--- config.mk ---
export PLATFORM = sky130hd
export DESIGN_NAME = cl_decode_pipe_flat
export DESIGN_NICKNAME = d
export VERILOG_FILES = /design/src/rtl/cl_decode_pipe.sv /design/src/rtl/cl_decode_pipe_if.sv /design/src/flat_wrapper.sv
export SDC_FILE = /design/constraint.sdc
export NUM_CORES = 1
export LEC_CHECK = 0
export CORE_MARGIN = 3
export CORE_UTILIZATION = 30
export CTS_CLUSTER_SIZE = 30
export DETAILED_ROUTE_END_ITERATION = 12
export PLACE_DENSITY_LB_ADDON = 0.15
export SLEW_MARGIN = 10
export SYNTH_ARGS = -nofsm -noshare
export SYNTH_HDL_FRONTEND = slang
export SYNTH_SLANG_ARGS = --single-unit
--- constraint.sdc ---
create_clock -name clk -period 7.5 [get_ports clk]
set_clock_uncertainty 0.15 [all_clocks]
set_input_delay 2.25 -clock clk [delete_from_list [all_inputs] [get_ports clk]]
set_output_delay 2.25 -clock clk [all_outputs]
set_load 0.02 [all_outputs]
--- src/rtl/cl_decode_pipe.sv ---
// cl_decode_pkg: instruction layout and decode flag record.
// cl_decode_pipe: decode stage with optional two-entry skid buffer and
// load-use bubble insertion.
//   clk      rising-edge clock
//   n_reset  asynchronous active-low reset
//   bus      cl_decode_pipe_if.slave (instr_t = cl_decode_pkg::instruction_s,
//            CNT_W must match the module parameter)
package cl_decode_pkg;
  typedef enum logic [5:0] {
    kNOP = 6'd0, kADDU, kSUBU, kSLLV, kSRAV, kSRLV, kAND, kOR, kNOR, kSLT,
    kSLTU, kMOV, kROL, kJALR, kLW, kLBU, kSW, kSB, kBEQ, kJ
  } opcode_e;

  typedef struct packed {
    opcode_e     op;
    logic [4:0]  rd;
    logic [4:0]  rs;
    logic [15:0] imm;
  } instruction_s;

  typedef struct packed {
    logic load;
    logic wrf;
    logic store;
    logic mem;
    logic bop;
  } flags_s;
endpackage

module cl_decode_pipe #(
  parameter int SKID_EN   = 1,
  parameter int HAZARD_EN = 1,
  parameter int CNT_W     = 16
) (
  input logic           clk,
  input logic           n_reset,
  cl_decode_pipe_if.slave bus
);
  import cl_decode_pkg::*;

  typedef enum logic [1:0] {EMPTY, ONE, TWO} state_e;

  typedef struct packed {
    instruction_s ins;
    flags_s       fl;
  } entry_s;

  function automatic flags_s decode(input instruction_s i);
    flags_s f;
    f = '0;
    case (i.op)
      kLW:  f = flags_s'(5'b11010);
      kLBU: f = flags_s'(5'b11011);
      kSW:  f = flags_s'(5'b00110);
      kSB:  f = flags_s'(5'b00111);
      kADDU, kSUBU, kSLLV, kSRAV, kSRLV, kAND, kOR, kNOR, kSLT, kSLTU,
      kMOV, kROL, kJALR:
            f = flags_s'(5'b01000);
      default: f = '0;
    endcase
    return f;
  endfunction

  state_e           state_q, state_d;
  entry_s           head_q, head_d, skid_q, skid_d;
  logic             rdy_q, rdy_d;
  logic             pend_q, pend_d;
  logic [4:0]       prd_q, prd_d;
  logic [CNT_W-1:0] cnt_q, cnt_d;

  logic   bubble, in_ready, out_valid, acc, rel;
  entry_s new_ent;

  assign new_ent = '{ins: bus.instruction_i, fl: decode(bus.instruction_i)};

  // Load-use: the head depends on the load released last cycle.
  assign bubble = (HAZARD_EN != 0) && pend_q && (state_q != EMPTY) &&
                  ((head_q.ins.rs == prd_q) || (head_q.ins.rd == prd_q));

  assign out_valid = (state_q != EMPTY) && !bubble;

  // Single-register mode looks at the held-entry valid rather than the
  // bubble-gated out_valid, otherwise a bubble would let the held head be
  // overwritten.
  assign in_ready = !bus.flush_i &&
                    ((SKID_EN != 0) ? rdy_q
                                    : ((state_q == EMPTY) ||
                                       (bus.out_ready_i && !bubble)));

  assign acc = bus.in_valid_i && in_ready;
  assign rel = out_valid && bus.out_ready_i && !bus.flush_i;

  always_comb begin
    state_d = state_q;
    head_d  = head_q;
    skid_d  = skid_q;
    pend_d  = 1'b0;
    prd_d   = prd_q;
    cnt_d   = cnt_q;
    if (bus.flush_i) begin
      state_d = EMPTY;
    end else begin
      unique case (state_q)
        EMPTY: if (acc) begin
          head_d  = new_ent;
          state_d = ONE;
        end
        ONE: begin
          if (acc && rel) begin
            head_d = new_ent;
          end else if (acc) begin
            skid_d  = new_ent;
            state_d = TWO;
          end else if (rel) begin
            state_d = EMPTY;
          end
        end
        TWO: if (rel) begin
          head_d  = skid_q;
          state_d = ONE;
        end
        default: state_d = EMPTY;
      endcase
      if (rel && (HAZARD_EN != 0) && head_q.fl.load) begin
        pend_d = 1'b1;
        prd_d  = head_q.ins.rd;
      end
      if (bubble && (cnt_q != {CNT_W{1'b1}})) cnt_d = cnt_q + 1'b1;
    end
    rdy_d = (state_d != TWO);
  end

  always_ff @(posedge clk or negedge n_reset) begin
    if (!n_reset) begin
      state_q <= EMPTY;
      head_q  <= '0;
      skid_q  <= '0;
      rdy_q   <= 1'b1;
      pend_q  <= 1'b0;
      prd_q   <= '0;
      cnt_q   <= '0;
    end else begin
      state_q <= state_d;
      head_q  <= head_d;
      skid_q  <= skid_d;
      rdy_q   <= rdy_d;
      pend_q  <= pend_d;
      prd_q   <= prd_d;
      cnt_q   <= cnt_d;
    end
  end

  assign bus.in_ready_o     = in_ready;
  assign bus.out_valid_o    = out_valid;
  assign bus.instruction_o  = head_q.ins;
  assign bus.is_load_op_o   = head_q.fl.load;
  assign bus.op_writes_rf_o = head_q.fl.wrf;
  assign bus.is_store_op_o  = head_q.fl.store;
  assign bus.is_mem_op_o    = head_q.fl.mem;
  assign bus.is_byte_op_o   = head_q.fl.bop;
  assign bus.bubble_count_o = cnt_q;
endmodule

--- src/rtl/cl_decode_pipe_if.sv ---
// cl_decode_pipe_if: handshake bundle for the decode stage.
//   Upstream:   in_valid_i, instruction_i -> stage; in_ready_o <- stage.
//   Control:    flush_i -> stage.
//   Downstream: out_valid_o, instruction_o, decode flags, bubble_count_o
//               <- stage; out_ready_i -> stage.
// instr_t is a type parameter, so this file does not depend on the package
// that defines the instruction layout.
interface cl_decode_pipe_if #(
  parameter type instr_t = logic [31:0],
  parameter int  CNT_W   = 16
);
  logic             in_valid_i;
  instr_t           instruction_i;
  logic             in_ready_o;
  logic             flush_i;
  logic             out_valid_o;
  logic             out_ready_i;
  instr_t           instruction_o;
  logic             is_load_op_o;
  logic             op_writes_rf_o;
  logic             is_store_op_o;
  logic             is_mem_op_o;
  logic             is_byte_op_o;
  logic [CNT_W-1:0] bubble_count_o;

  // Stage side.
  modport slave (
    input  in_valid_i, instruction_i, flush_i, out_ready_i,
    output in_ready_o, out_valid_o, instruction_o,
           is_load_op_o, op_writes_rf_o, is_store_op_o, is_mem_op_o,
           is_byte_op_o, bubble_count_o
  );

  // Producer/consumer side.
  modport master (
    output in_valid_i, instruction_i, flush_i, out_ready_i,
    input  in_ready_o, out_valid_o, instruction_o,
           is_load_op_o, op_writes_rf_o, is_store_op_o, is_mem_op_o,
           is_byte_op_o, bubble_count_o
  );
endinterface

--- src/flat_wrapper.sv ---
// flat-port wrapper written by rule: the top's interface ports become plain ports
module cl_decode_pipe_flat import cl_decode_pkg::*;
#(
  parameter int SKID_EN   = 1,
  parameter int HAZARD_EN = 1,
  parameter int CNT_W     = 16
)
  (clk, n_reset, bus_in_valid_i, bus_instruction_i, bus_flush_i, bus_out_ready_i, bus_in_ready_o, bus_out_valid_o, bus_instruction_o, bus_is_load_op_o, bus_op_writes_rf_o, bus_is_store_op_o, bus_is_mem_op_o, bus_is_byte_op_o, bus_bubble_count_o);
  cl_decode_pipe_if #(.instr_t(instruction_s), .CNT_W(CNT_W)) bus_i ();
  input logic clk;
  input logic n_reset;
  input wire logic [$bits(bus_i.in_valid_i)-1:0] bus_in_valid_i;
  input wire logic [$bits(bus_i.instruction_i)-1:0] bus_instruction_i;
  input wire logic [$bits(bus_i.flush_i)-1:0] bus_flush_i;
  input wire logic [$bits(bus_i.out_ready_i)-1:0] bus_out_ready_i;
  output wire logic [$bits(bus_i.in_ready_o)-1:0] bus_in_ready_o;
  output wire logic [$bits(bus_i.out_valid_o)-1:0] bus_out_valid_o;
  output wire logic [$bits(bus_i.instruction_o)-1:0] bus_instruction_o;
  output wire logic [$bits(bus_i.is_load_op_o)-1:0] bus_is_load_op_o;
  output wire logic [$bits(bus_i.op_writes_rf_o)-1:0] bus_op_writes_rf_o;
  output wire logic [$bits(bus_i.is_store_op_o)-1:0] bus_is_store_op_o;
  output wire logic [$bits(bus_i.is_mem_op_o)-1:0] bus_is_mem_op_o;
  output wire logic [$bits(bus_i.is_byte_op_o)-1:0] bus_is_byte_op_o;
  output wire logic [$bits(bus_i.bubble_count_o)-1:0] bus_bubble_count_o;
  assign bus_i.in_valid_i = bus_in_valid_i;
  assign bus_i.instruction_i = bus_instruction_i;
  assign bus_i.flush_i = bus_flush_i;
  assign bus_i.out_ready_i = bus_out_ready_i;
  assign bus_in_ready_o = bus_i.in_ready_o;
  assign bus_out_valid_o = bus_i.out_valid_o;
  assign bus_instruction_o = bus_i.instruction_o;
  assign bus_is_load_op_o = bus_i.is_load_op_o;
  assign bus_op_writes_rf_o = bus_i.op_writes_rf_o;
  assign bus_is_store_op_o = bus_i.is_store_op_o;
  assign bus_is_mem_op_o = bus_i.is_mem_op_o;
  assign bus_is_byte_op_o = bus_i.is_byte_op_o;
  assign bus_bubble_count_o = bus_i.bubble_count_o;
  cl_decode_pipe #(.SKID_EN(SKID_EN), .HAZARD_EN(HAZARD_EN), .CNT_W(CNT_W)) u_core (.clk(clk), .n_reset(n_reset), .bus(bus_i));
endmodule
# Yosys cells after proc, flatten, opt, wreduce, memory -nomap -nowiden
# Memory sizes are Yosys's and may differ from the RTL's.
# Cells that the tools add are included.
totals:
  reg_bits: 99
  romBits: 160
  in_bits: 37
  output_inout_bits: 55
  memories: 1
op_classes:
  addsub: 1
  eq_ne: 9
  n_mux: 14
  bitwise: 2
  n_reduce_logical: 20
mem_list:
  columns: ["memory", "depth", "word_bits", "read_ports", "rd_clocked_by_memory_dff", "wr", "line_no", "text"]
  rows:
  - ["(no name shown)", 32, 5, 1, 0, 0, "cl_decode_pipe.sv:51", "case (i.op)"]
ops:
  columns: ["op", "n"]
  rows:
  - ["37-bit two-way mux", 3]
  - ["37-bit case mux with 3 select lines", 1]
  - ["16-bit by 1-bit adder with 16-bit output, second input constant", 1]
  - ["16-bit != test, second input constant", 1]
  - ["2-bit two-way mux", 6]
  - ["5-bit equality test", 2]
  - ["1-bit logical AND", 10]
  - ["2-bit by 1-bit != test with 1-bit output, second input constant", 3]
  - ["2-bit case mux with 3 select lines", 1]
  - ["5-bit two-way mux", 1]
  - ["5-bit AND reduction", 1]
  - ["2-bit AND reduction", 2]
  - ["4-bit AND reduction", 1]
  - ["3-bit nonzero test", 1]
  - ["2-bit by 1-bit equality test with 1-bit output, second input constant", 1]
  - ["2-bit equality test, second input constant", 1]
  - ["1-bit logical NOT", 2]
  - ["2-bit logical NOT", 1]
  - ["1-bit two-way mux", 2]
  - ["2-bit != test, second input constant", 1]
  - ["1-bit inverter", 2]
  - ["2-bit nonzero test", 1]
  - ["1-bit logical OR", 1]

# Logic depth before layout (Yosys ltp)
# Gate-level depths: netlist of run 1.
logic_depth:
  ltp_word: 13
  mapped_depth: 7

# Least setup slack after synthesis of run 1
# OpenSTA, ideal clock, no wires.
synth_path:
  path_type: "input to output"
  from: "input port bus_flush_i"
  to: "output port bus_in_ready_o"
  arrival_ps: 2965
  required_ps: 5100
  path_slack_ps: 2135
  cell_stages: 3
  path_cell_list: "clkbuf_1 > clkbuf_1 > nor2b_1"
synth_between:
  elab_chain_len: 2
synth_lines:
  columns: ["item", "line_no", "text"]
  rows:
  - ["start: declaration", "flat_wrapper.sv:14", "input wire logic [$bits(bus_i.flush_i)-1:0] bus_flush_i;"]
  - ["1-bit logical NOT", "cl_decode_pipe.sv:85", "assign in_ready = !bus.flush_i &&"]
  - ["1-bit logical AND", "cl_decode_pipe.sv:85", null]
  - ["end: declaration", "flat_wrapper.sv:16", "output wire logic [$bits(bus_i.in_ready_o)-1:0] bus_in_ready_o;"]
# Every way passes these cells.

# Final worst setup path of run 1
# Same ends and word-level chain as after synthesis.

==> out/qor.txt, run 1 <==
Finished Cell Area: 0.00602 sq mm
Hold/Removal Path Class: reg2reg
Worst Setup Path Type: in2out
Dpl ws: 1.21 ns
Antenna-violating nets left: 0
Core box area: 0.0148 sq mm
Most common cell after layout, fill and taps aside: nand2_1
Avg Inst Size Synth: 11.2 sq um
DR WL/cell: 15.9 microns
TritonRoute pass-1 iters: 4
Clock transition at path regs: 0.07 ns
# H-tree levels: 3
Global-route wire length before repair: 17900 microns
Area Overhead vs Synth: 30.9%
CTS Buffer Depth: 2
Critical path fanouts, max: 17
Hold buffers post-CTS: 0
Syn_nets: 448
Yosys reg bits: 99
Wirelength, routed: 10800 microns
Final Total Pwr: 1.65 mW
EDFF count, synth: 0
Cell family with most CP delay: buffers and inverters
Dpl hpwl: 7030 microns
Buf/Inv on CP: 2
Fin crit period: 6.28 ns
Fillers: 1416
Final core occ: 40.8%
Worst path slowest cell: clkdlybuf4s50_1
CTS resizes: 0
Later-pin clock latency in the skew report: 0.35 ns
Nature of the critical path startpoint: input pin
Die Height: 130 microns
Worst IR Drop VDD: 119 uV
CTS Buf Count: 9
Boundary Pins: 92
Synth warnings: 0
Slew headroom: 29.9%
RSZ-0062 raised after global routing: false
PwrDens: 275 mW/mm^2
Placed Cells incl. Taps: 666
Most used DFF post-synth: dfrtp_1
Critical Path AT: 3.88 ns
Layout cells sized above 1: 20.5%
WP data required: 5.10 ns
DR DRC count: 0
Drt via density: 4.76
CP Cell Sequence: clkdlybuf4s50_1, nor2b_1, clkdlybuf4s50_1
Vias in the first global route: 3370
Clk root buf: clkbuf_16
Non-Filler Instances: 682
Library cells used by synthesis: 37
Nets: 531
Syn Inst Count: 410
Initial antenna violation count: 0
Max Cap Violations: 0
FFs w/ async S/R, synth: 100%
DR iter-0 viols: 148
Crit-path max cell delay: 0.77 ns
Fin Hold WS: 0.340 ns
Setup-failing EPs final: 0
Register area share after synthesis: 53.9%
Synth Cell Area: 0.00460 sq mm
Most frequent cells in the layout: nand2_1 (107), dfrtp_1 (98), clkdlybuf4s50_1 (90), mux2_2 (75), xor2_1 (18)
Remaining Overflow, GRT: 0
Cell with the most instances on the worst path: clkdlybuf4s50_1
Final worst slack: 1.22 ns
CP endpoint kind: primary output
Setup repair bufs after CTS: 0
CTS tree: built
Post-Route Setup TNS: 0 ns
Buffers on Ports: 91
Placer Congestion: 0.735
Largest net degree at the start of global routing: 65
Clk sinks: 99
Final Hold Vio Count: 0
Via Count: 3249
# rows: 44
Status: finished clean
Final Cycle Share: 83.7%
Leakage power: 2.61 nW
Post-DP Area: 0.00567 sq mm
GRT Util Overall: 13.7%
DIE AREA: 0.0169 sq mm
Die Width: 130 microns
Initial Util: 31.2%
Max frequency: 0.159 GHz
# diodes: 0
Final slew viol count: 0
Worst slew pin tran: 1.05 ns
-- report_power, final --
part | leakage, nW | total (mW) | internal [mW] | switching (mW)
Combinational | 1.23 | 0.381 | 0.213 | 0.168
Clock | 0.169 | 0.545 | 0.336 | 0.209
Sequential | 1.22 | 0.728 | 0.652 | 0.0763
Total | 2.61 | 1.65 | 1.20 | 0.453
-- synth_stat cells (2+ instances only) --
library cell    n  share of area, %
nor2_1          8              0.65
inv_1           6              0.49
nor4_1         13               1.8
mux2i_1         8               1.7
nand3_1         7              0.76
mux2_1          2              0.49
o22ai_1         2              0.27
a21oi_1         2              0.22
or3_1           2              0.27
and3_1          2              0.27
nor2b_1         3              0.41
and2_1          2              0.27
buf_6           4              0.98
nor3_1          5              0.54
xnor2_1         5              0.95
xor2_1         18               3.4
clkbuf_1       10              0.82
or4_1           3              0.49
dfrtp_1        98                53
nand4_1         5              0.68
nor4b_1         2              0.38
buf_1           7              0.57
o21ai_0         2              0.22
mux2_2         75                18
nand2_1       107               8.7
-- cells by family after synthesis --
logic type	after synthesis	share of synthesized area, %
flops	99	53.9
mux	85	20.6
buf+inv	28	2.97
simple gates	163	16.1
fa+ha+maj	1	0.272
compound gates	11	1.80
xor+xnor	23	4.38
-- flip-flops by register name (all words and copies together), names as in the netlist, 2 cells and up --
name                       flops
u_core.prd_q                   5
u_core.state_q                 2
u_core.bus.instruction_o      32
u_core.skid_q                 37
u_core.bus.bubble_count_o     16
-- final cells by class --
class                           instances  area, sq um  area share [%]
Sequential cell                        99         2480            41.2
Multi-Input combinational cell        283         2010            33.4
Timing Repair Buffer                   94          931            15.5
Clock buffer                           10          239            3.97
Tap cell                              184          230            3.82
Clock inverter                          6          111            1.85
Inverter                                6         22.5           0.374
-- worst paths after layout --
check	from	endpoint	slack, ns	cells past startpoint
max reg2reg	u_core.state_q[1]	u_core.bus.instruction_o[2]	3.99	5
max in group asynchronous	n_reset	u_core.bus.bubble_count_o[8]	4.29	2
max	bus_flush_i	bus_in_ready_o	1.22	3
min	u_core.skid_q[3]	u_core.skid_q[3]	0.34	1
min in group asynchronous	n_reset	u_core.bus.bubble_count_o[11]	1.70	1
min reg2reg	u_core.skid_q[3]	u_core.skid_q[3]	0.34	1
-- metal layers --
| metal | routed length, microns | global-route usage [%] | vias up |
|---|---|---|---|
| met5 | 0 | 0 | - |
| met4 | 131 | 4.03 | 0 |
| met3 | 715 | 4.95 | 13 |
| met2 | 5130 | 21.8 | 78 |
| met1 | 4870 | 17.6 | 1597 |
| li1 | - | - | 1561 |
Power figures use the tool's default switching activity.
==> run 2: changes to the inputs <==
==> constraint.sdc (replaced) <==
create_clock -name clk -period 6.35 [get_ports clk]
set_clock_uncertainty 0.15 [all_clocks]
set_input_delay 1.905 -clock clk [delete_from_list [all_inputs] [get_ports clk]]
set_output_delay 1.905 -clock clk [all_outputs]
set_load 0.02 [all_outputs]
==> run 2 against run 1 <==
  * Worst setup slack lost 0.16 ns
  * Final cell count grew 0.15%
  * First-iteration DRC count shrank 27%
  * Critical path depth grew 1
  * Core utilization is essentially flat
  * Via count shrank 0.77%
==> out/qor.txt, run 2 (same netlist as run 1, synthesis figures left out) <==
Critical path fanouts, max: 17 (unchanged)
Worst slew pin tran: 0.995 ns (-0.0566 ns)
Final Cycle Share: 83.2%
Largest register FFs: 37 (unchanged)
Worst IR Drop VDD: 194 uV (+64%)
Largest net degree at the start of global routing: 54 (-17%)
Max frequency: 0.189 GHz
Crit Reg-Reg Startpoint: u_core.state_q[1]
Worst path depth: 4 (+1)
Largest reg by FF count: u_core.skid_q
Final Hold Vio Count: 0 (unchanged)
Later-pin clock latency in the skew report: 0.35 ns (about the same)
Vias in the first global route: 3364 (-0.18%)
CP Capture Point: bus_in_ready_o
Flop-to-flop setup slack: 3.04 ns (-0.95 ns)
Wirelength, routed: 10700 microns (-1.2%)
Buf/Inv on CP: 3 (+1)
Final slew viol count: 0 (unchanged)
DIE AREA: 0.0169 sq mm (unchanged)
CTS resizes: 0 (unchanged)
Hold buffers post-CTS: 0 (unchanged)
Die Width: 130 microns (unchanged)
Fillers: 1414 (-0.14%)
Worst Reg2Reg Path Length in Cells: 5 (unchanged)
Buffers on Ports: 91 (unchanged)
TritonRoute pass-1 iters: 4 (unchanged)
WP data required: 4.30 ns (-0.80 ns)
Fin crit period: 5.28 ns
Clk root buf: clkbuf_16
Crit-path max cell delay: 0.60 ns (-0.17 ns)
GRT Util Overall: 13.7% (-0.036 points)
Hold/Removal Path Class: reg2reg
Global-route wire length before repair: 17900 microns (+0.12%)
Drt via density: 4.72 (-0.91%)
Worst Hold Depth: 1 (unchanged)
Initial Util: 31.2% (unchanged)
Post-Route Setup TNS: 0 ns (unchanged)
Cell with the most instances on the worst path: clkdlybuf4s50_1
Max Cap Violations: 0 (unchanged)
Leakage power: 2.61 nW (about the same)
Fin Hold WS: 0.339 ns (-0.00139 ns)
Via Count: 3224 (-0.77%)
DR WL/cell: 15.7 microns (-1.3%)
Placer Congestion: 0.751 (+2.2%)
Critical Path AT: 3.23 ns (-0.65 ns)
Status: finished clean
CTS Buffer Depth: 2 (unchanged)
Setup repair bufs after CTS: 0 (unchanged)
# H-tree levels: 3 (unchanged)
CTS Buf Count: 9 (unchanged)
Final Total Pwr: 1.95 mW (+18%)
Clk sinks: 99 (unchanged)
Nature of the critical path startpoint: input pin
Clock transition at path regs: 0.06 ns (about the same)
Worst path slowest cell: clkdlybuf4s50_1
Core box area: 0.0148 sq mm (unchanged)
PwrDens: 323 mW/mm^2 (+18%)
Worst Setup SP: bus_flush_i
Cell family with most CP delay: buffers and inverters
# rows: 44 (unchanged)
Nets: 532 (+0.19%)
CP Cell Sequence: clkdlybuf4s50_1, buf_4, nor2b_1, clkdlybuf4s50_1
Worst Setup Path Type: in2out
Area Overhead vs Synth: 30.9% (about the same)
DR iter-0 viols: 108 (-27%)
Layout cells sized above 1: 20.2% (-0.24 points)
Most frequent cells in the layout: nand2_1 (107), dfrtp_1 (98), clkdlybuf4s50_1 (90), mux2_2 (75), xor2_1 (18)
Die Height: 130 microns (unchanged)
RSZ-0062 raised after global routing: false
Worst R2R End: u_core.bus.instruction_o[8]
CTS tree: built
Most common cell after layout, fill and taps aside: nand2_1
Remaining Overflow, GRT: 0 (unchanged)
Boundary Pins: 92 (unchanged)
Slew headroom: 33.5% (+3.6 points)
DR DRC count: 0 (unchanged)
Setup-failing EPs final: 0 (unchanged)
Dpl hpwl: 7030 microns (about the same)
# diodes: 0 (unchanged)
CP endpoint kind: primary output
Initial antenna violation count: 0 (unchanged)
Antenna-violating nets left: 0 (unchanged)
run 2: changes by cell type in the layout (fill, tap and decap cells not counted), sizes merged:
| cell | previous run | this run |
|---|---|---|
| clkinv | 1 | 0 |
| clkbuf | 10 | 12 |
| inv | 7 | 6 |
| buf | 4 | 5 |
run 2: per-stage QoR:
stage                     setup WS, ns  area, sq um  std cells  util, %
after global placement            1.06         5680        667     38.5
final                             1.07         6020        683     40.8
after CTS                         1.06         6020        683     40.8
after detailed placement          1.07         5680        667     38.5
after global routing             0.982         6020        683     40.8
after floorplan                   1.68         4600        410        -
run 2: layout make-up:
cell class	instances	area [sq um]	share of cell area [%]
clock buffers	12	246	4.09
clock inverters	4	97.6	1.62
inverters	6	22.5	0.374
multi-input cells	283	2010	33.3
flip-flops and latches	99	2480	41.2
well taps	184	230	3.82
repair buffers	95	938	15.6
run 2: worst min-delay path by stage:
stage	end	slack, ns	startpoint
after floorplan	u_core.skid_q[3]	0.31	u_core.skid_q[3]
after global placement	u_core.skid_q[3]	0.32	u_core.skid_q[3]
after detailed placement	u_core.skid_q[3]	0.33	u_core.skid_q[3]
after CTS	u_core.skid_q[3]	0.34	u_core.skid_q[3]
after global routing	u_core.skid_q[3]	0.37	u_core.skid_q[3]
final	u_core.skid_q[26]	0.34	u_core.skid_q[26]
run 2: layer usage:
layer / GRT usage [%] / vias to the layer above / wire length, microns
li1: - / 1568 / -
met1: 17.7 / 1573 / 4820
met2: 21.9 / 77 / 5090
met3: 5.03 / 6 / 691
met4: 3.24 / 0 / 108
met5: 0 / - / 0
run 2: power by group:
| group | internal, mW | leakage (nW) | switching [mW] |
|---|---|---|---|
| combinational | 0.251 | 1.23 | 0.198 |
| sequential | 0.770 | 1.22 | 0.0892 |
| clock | 0.397 | 0.163 | 0.240 |
| total | 1.42 | 2.61 | 0.527 |
run 2: worst reg2reg max path: cells and delay by family (launching register included):
family | cells | cell delay [ns]
multiplexers | 1 | 0.39
buffers and inverters | 1 | 0.48
flip-flops | 1 | 0.46
AO/OA/AOI/OAI | 2 | 0.86
AND/OR/NAND/NOR | 1 | 0.85
==> edit (settings of run 2) <==
`SKID_EN` is set to 1 in 2 places; all go to 0.
--- a/src/rtl/cl_decode_pipe.sv
+++ b/src/rtl/cl_decode_pipe.sv
@@ -28,7 +28,7 @@
 endpackage
 
 module cl_decode_pipe #(
-  parameter int SKID_EN   = 1,
+  parameter int SKID_EN   = 0,
   parameter int HAZARD_EN = 1,
   parameter int CNT_W     = 16
 ) (
--- a/src/flat_wrapper.sv
+++ b/src/flat_wrapper.sv
@@ -1,7 +1,7 @@
 // flat-port wrapper written by rule: the top's interface ports become plain ports
 module cl_decode_pipe_flat import cl_decode_pkg::*;
 #(
-  parameter int SKID_EN   = 1,
+  parameter int SKID_EN   = 0,
   parameter int HAZARD_EN = 1,
   parameter int CNT_W     = 16
 )
Behaviour: not the same (a bounded check fails within 4 cycles, from zero or initial values and one cycle with n_reset low).
==> edit against run 2 <==
- synthesized area shrank 6.6%
- sequential cell count shrank 1
- via count shrank 18%
- worst hold slack lost 110 ps
- power shrank 19%
- synthesized cell count shrank 8.0%
- clock power shrank 8.5%
- worst setup slack lost 180 ps
- final area shrank 8.0%
- routed wire length shrank 16%
- critical path type unchanged
- critical endpoint unchanged
- highest routed layer unchanged
==> edit: results (changes against run 2) <==
{| class="wikitable"
! Metric !! Value
|-
| Outcome || finished, final reports clean
|-
| Slew at the pin with the worst max-slew slack || 962 ps (-32.9 ps)
|-
| Worst-case register-to-register setup slack || 3460 ps (+420 ps)
|-
| Crit path largest cell delay || 650 ps (+50 ps)
|-
| Average wire length per cell after detail routing || 14.6 microns (-7.0%)
|-
| Cts bufs inserted || 9 (unchanged)
|-
| Reg2Reg Launch Point || u_core.bus.instruction_o[22]
|-
| Number of gates given a new drive strength after cts || 0 (unchanged)
|-
| Crit-path slowest cell || sky130_fd_sc_hd__clkdlybuf4s50_1
|-
| Count of port buffers added during placement || 91 (unchanged)
|-
| Worst min path class || flip-flop to flip-flop
|-
| Starting DRT DRC Count || 72 (-33%)
|-
| Leakage power || 2.64 nW (+1.2%)
|-
| Proportion of synthesized flip-flops having asynchronous set or reset || 100% (unchanged)
|-
| Reg-to-reg critical path endpoint || u_core.bus.instruction_o[28]
|-
| Master cell of the clock root buffer || sky130_fd_sc_hd__clkbuf_16
|-
| Synthesis warning total || 0 (unchanged)
|-
| WHS Endpoint || u_core.skid_q[2]
|-
| Maximum number of pins on one net before global-route repair || 55 (+1.9%)
|-
| Post-CTS setup-driven buffer insertion count || 0 (unchanged)
|-
| Number of global-route vias before repair || 2730 (-19%)
|-
| Number of buffers between clock root and the deepest sink || 2 (unchanged)
|-
| Largest vdd supply drop || 160 uV (-18%)
|-
| Most area-consuming cells after synthesis || sky130_fd_sc_hd__dfrtp_1 57%, sky130_fd_sc_hd__mux2_4 10%, sky130_fd_sc_hd__nand2_1 9.3%, sky130_fd_sc_hd__clkbuf_1 3.8%, sky130_fd_sc_hd__xnor2_1 2.7%
|-
| Number of cells on the worst reg-to-reg path || 7 (+2)
|-
| Fin nets || 471 (-11%)
|-
| HP Start || u_core.skid_q[2]
|-
| Post-synthesis net count || 415 (-7.4%)
|-
| CTS clock-pin slew for the worst setup and hold paths || 70 ps
|-
| DR pass1 iterations || 4 (unchanged)
|-
| Largest fanout on the critical path || 6 (-11)
|-
| Unique cell type count in the Yosys netlist || 37 (unchanged)
|-
| Register containing the most flip-flops in the final layout || u_core.skid_q
|-
| DP Wirelength || 6230 microns (-11%)
|-
| All-Layer GR Usage || 11.9% (-1.8 points)
|-
| Instance count along the most critical hold path || 0 (-1)
|-
| Global placement routability congestion || 0.705 (-6.2%)
|-
| Wire length of the first global-routing pass || 14800 microns (-17%)
|-
| Final max-slew violation count || 0 (unchanged)
|-
| Clock network latency to the later pin of the worst-skew pair || 340 ps
|-
| Share of synthesized area occupied by flip-flops and latches || 57.1% (+3.2 points)
|-
| H-tree depth reported by CTS || 3 (unchanged)
|-
| Via count of the routed design || 2645 (-18%)
|-
| Data arrival time of the critical path || 3400 ps (+170 ps)
|-
| Synth cell count leaders || 106 x sky130_fd_sc_hd__nand2_1, 98 x sky130_fd_sc_hd__dfrtp_1, 44 x sky130_fd_sc_hd__clkbuf_1
|-
| Proportion of layout cells with a drive suffix above 1 || 15.5% (-4.7 points)
|}
==> edit: cell types whose count changed after synthesis, moves of 5 or more <==
cell	change
sky130_fd_sc_hd__mux2_4	+29
sky130_fd_sc_hd__mux2_2	-65
sky130_fd_sc_hd__xor2_1	-6
sky130_fd_sc_hd__clkbuf_1	+34
sky130_fd_sc_hd__inv_1	-5
sky130_fd_sc_hd__mux2i_1	-6
sky130_fd_sc_hd__buf_1	-6
sky130_fd_sc_hd__nor4_1	-12
sky130_fd_sc_hd__xnor2_1	+8
==> edit: cells by family (layout without fill, tap and decap cells) <==
kind of cell             after synthesis  count (layout)  share of synthesized area [%]
AO/OA/AOI/OAI                         15              15                           3.15
XOR/XNOR                              25              25                           5.10
adder cells (fa/ha/maj)                1               1                          0.291
buffers and inverters                 51             112                           5.71
flip-flops                            98              98                           57.1
multiplexers                          44              44                           14.0
AND/OR/NAND/NOR                      143             143                           14.6
==> edit: metal layers <==
layer	vias to the layer above	GRT usage (%)	part of all wire, %	wire length (microns)
met5	-	0	0	0
met4	0	5.55	2.1	189
met3	12	2.50	4.1	369
met2	65	17.3	44	3990
met1	1252	17.0	50	4460
li1	1316	-	-	-
==> edit: through the flow <==
stage	setup WS, ps	utilization, %	area [sq um]	hold WS [ps]	std cells
floorplan	1940	-	4290	278	377
global placement	859	37.5	5220	214	602
detailed placement	864	37.5	5220	215	602
CTS	865	39.8	5540	231	618
global route	800	39.8	5540	238	618
finish	892	39.8	5540	227	618
==> edit: final cells by class <==
| class | instances | area, sq um |
|---|---|---|
| inverters | 1 | 3.75 |
| well taps | 180 | 225 |
| multi-input cells | 228 | 1600 |
| clock inverters | 7 | 92.6 |
| flip-flops and latches | 98 | 2450 |
| repair buffers | 95 | 938 |
| fillers | 1362 | 8390 |
| clock buffers | 9 | 225 |
==> edit: worst max-delay path: cells and delay by family <==
kind,cells,cell delay [ps]
compound gates,1,280
buf+inv,2,1220
==> edit: worst max-delay path by stage <==
stage	from	end	slack, ps	depth (start not counted)
2_1_floorplan	bus_out_ready_i	bus_in_ready_o	1940	2
3_3_place_gp	bus_flush_i	bus_in_ready_o	860	3
3_5_place_dp	bus_flush_i	bus_in_ready_o	860	3
4_1_cts	bus_flush_i	bus_in_ready_o	860	3
5_1_grt	bus_flush_i	bus_in_ready_o	800	3
6_report	bus_flush_i	bus_in_ready_o	890	3
==> edit: where the power goes <==
part	internal, mW	switching, mW
registers	0.668	0.0361
logic	0.158	0.126
clock network	0.345	0.237
total	1.17	0.399
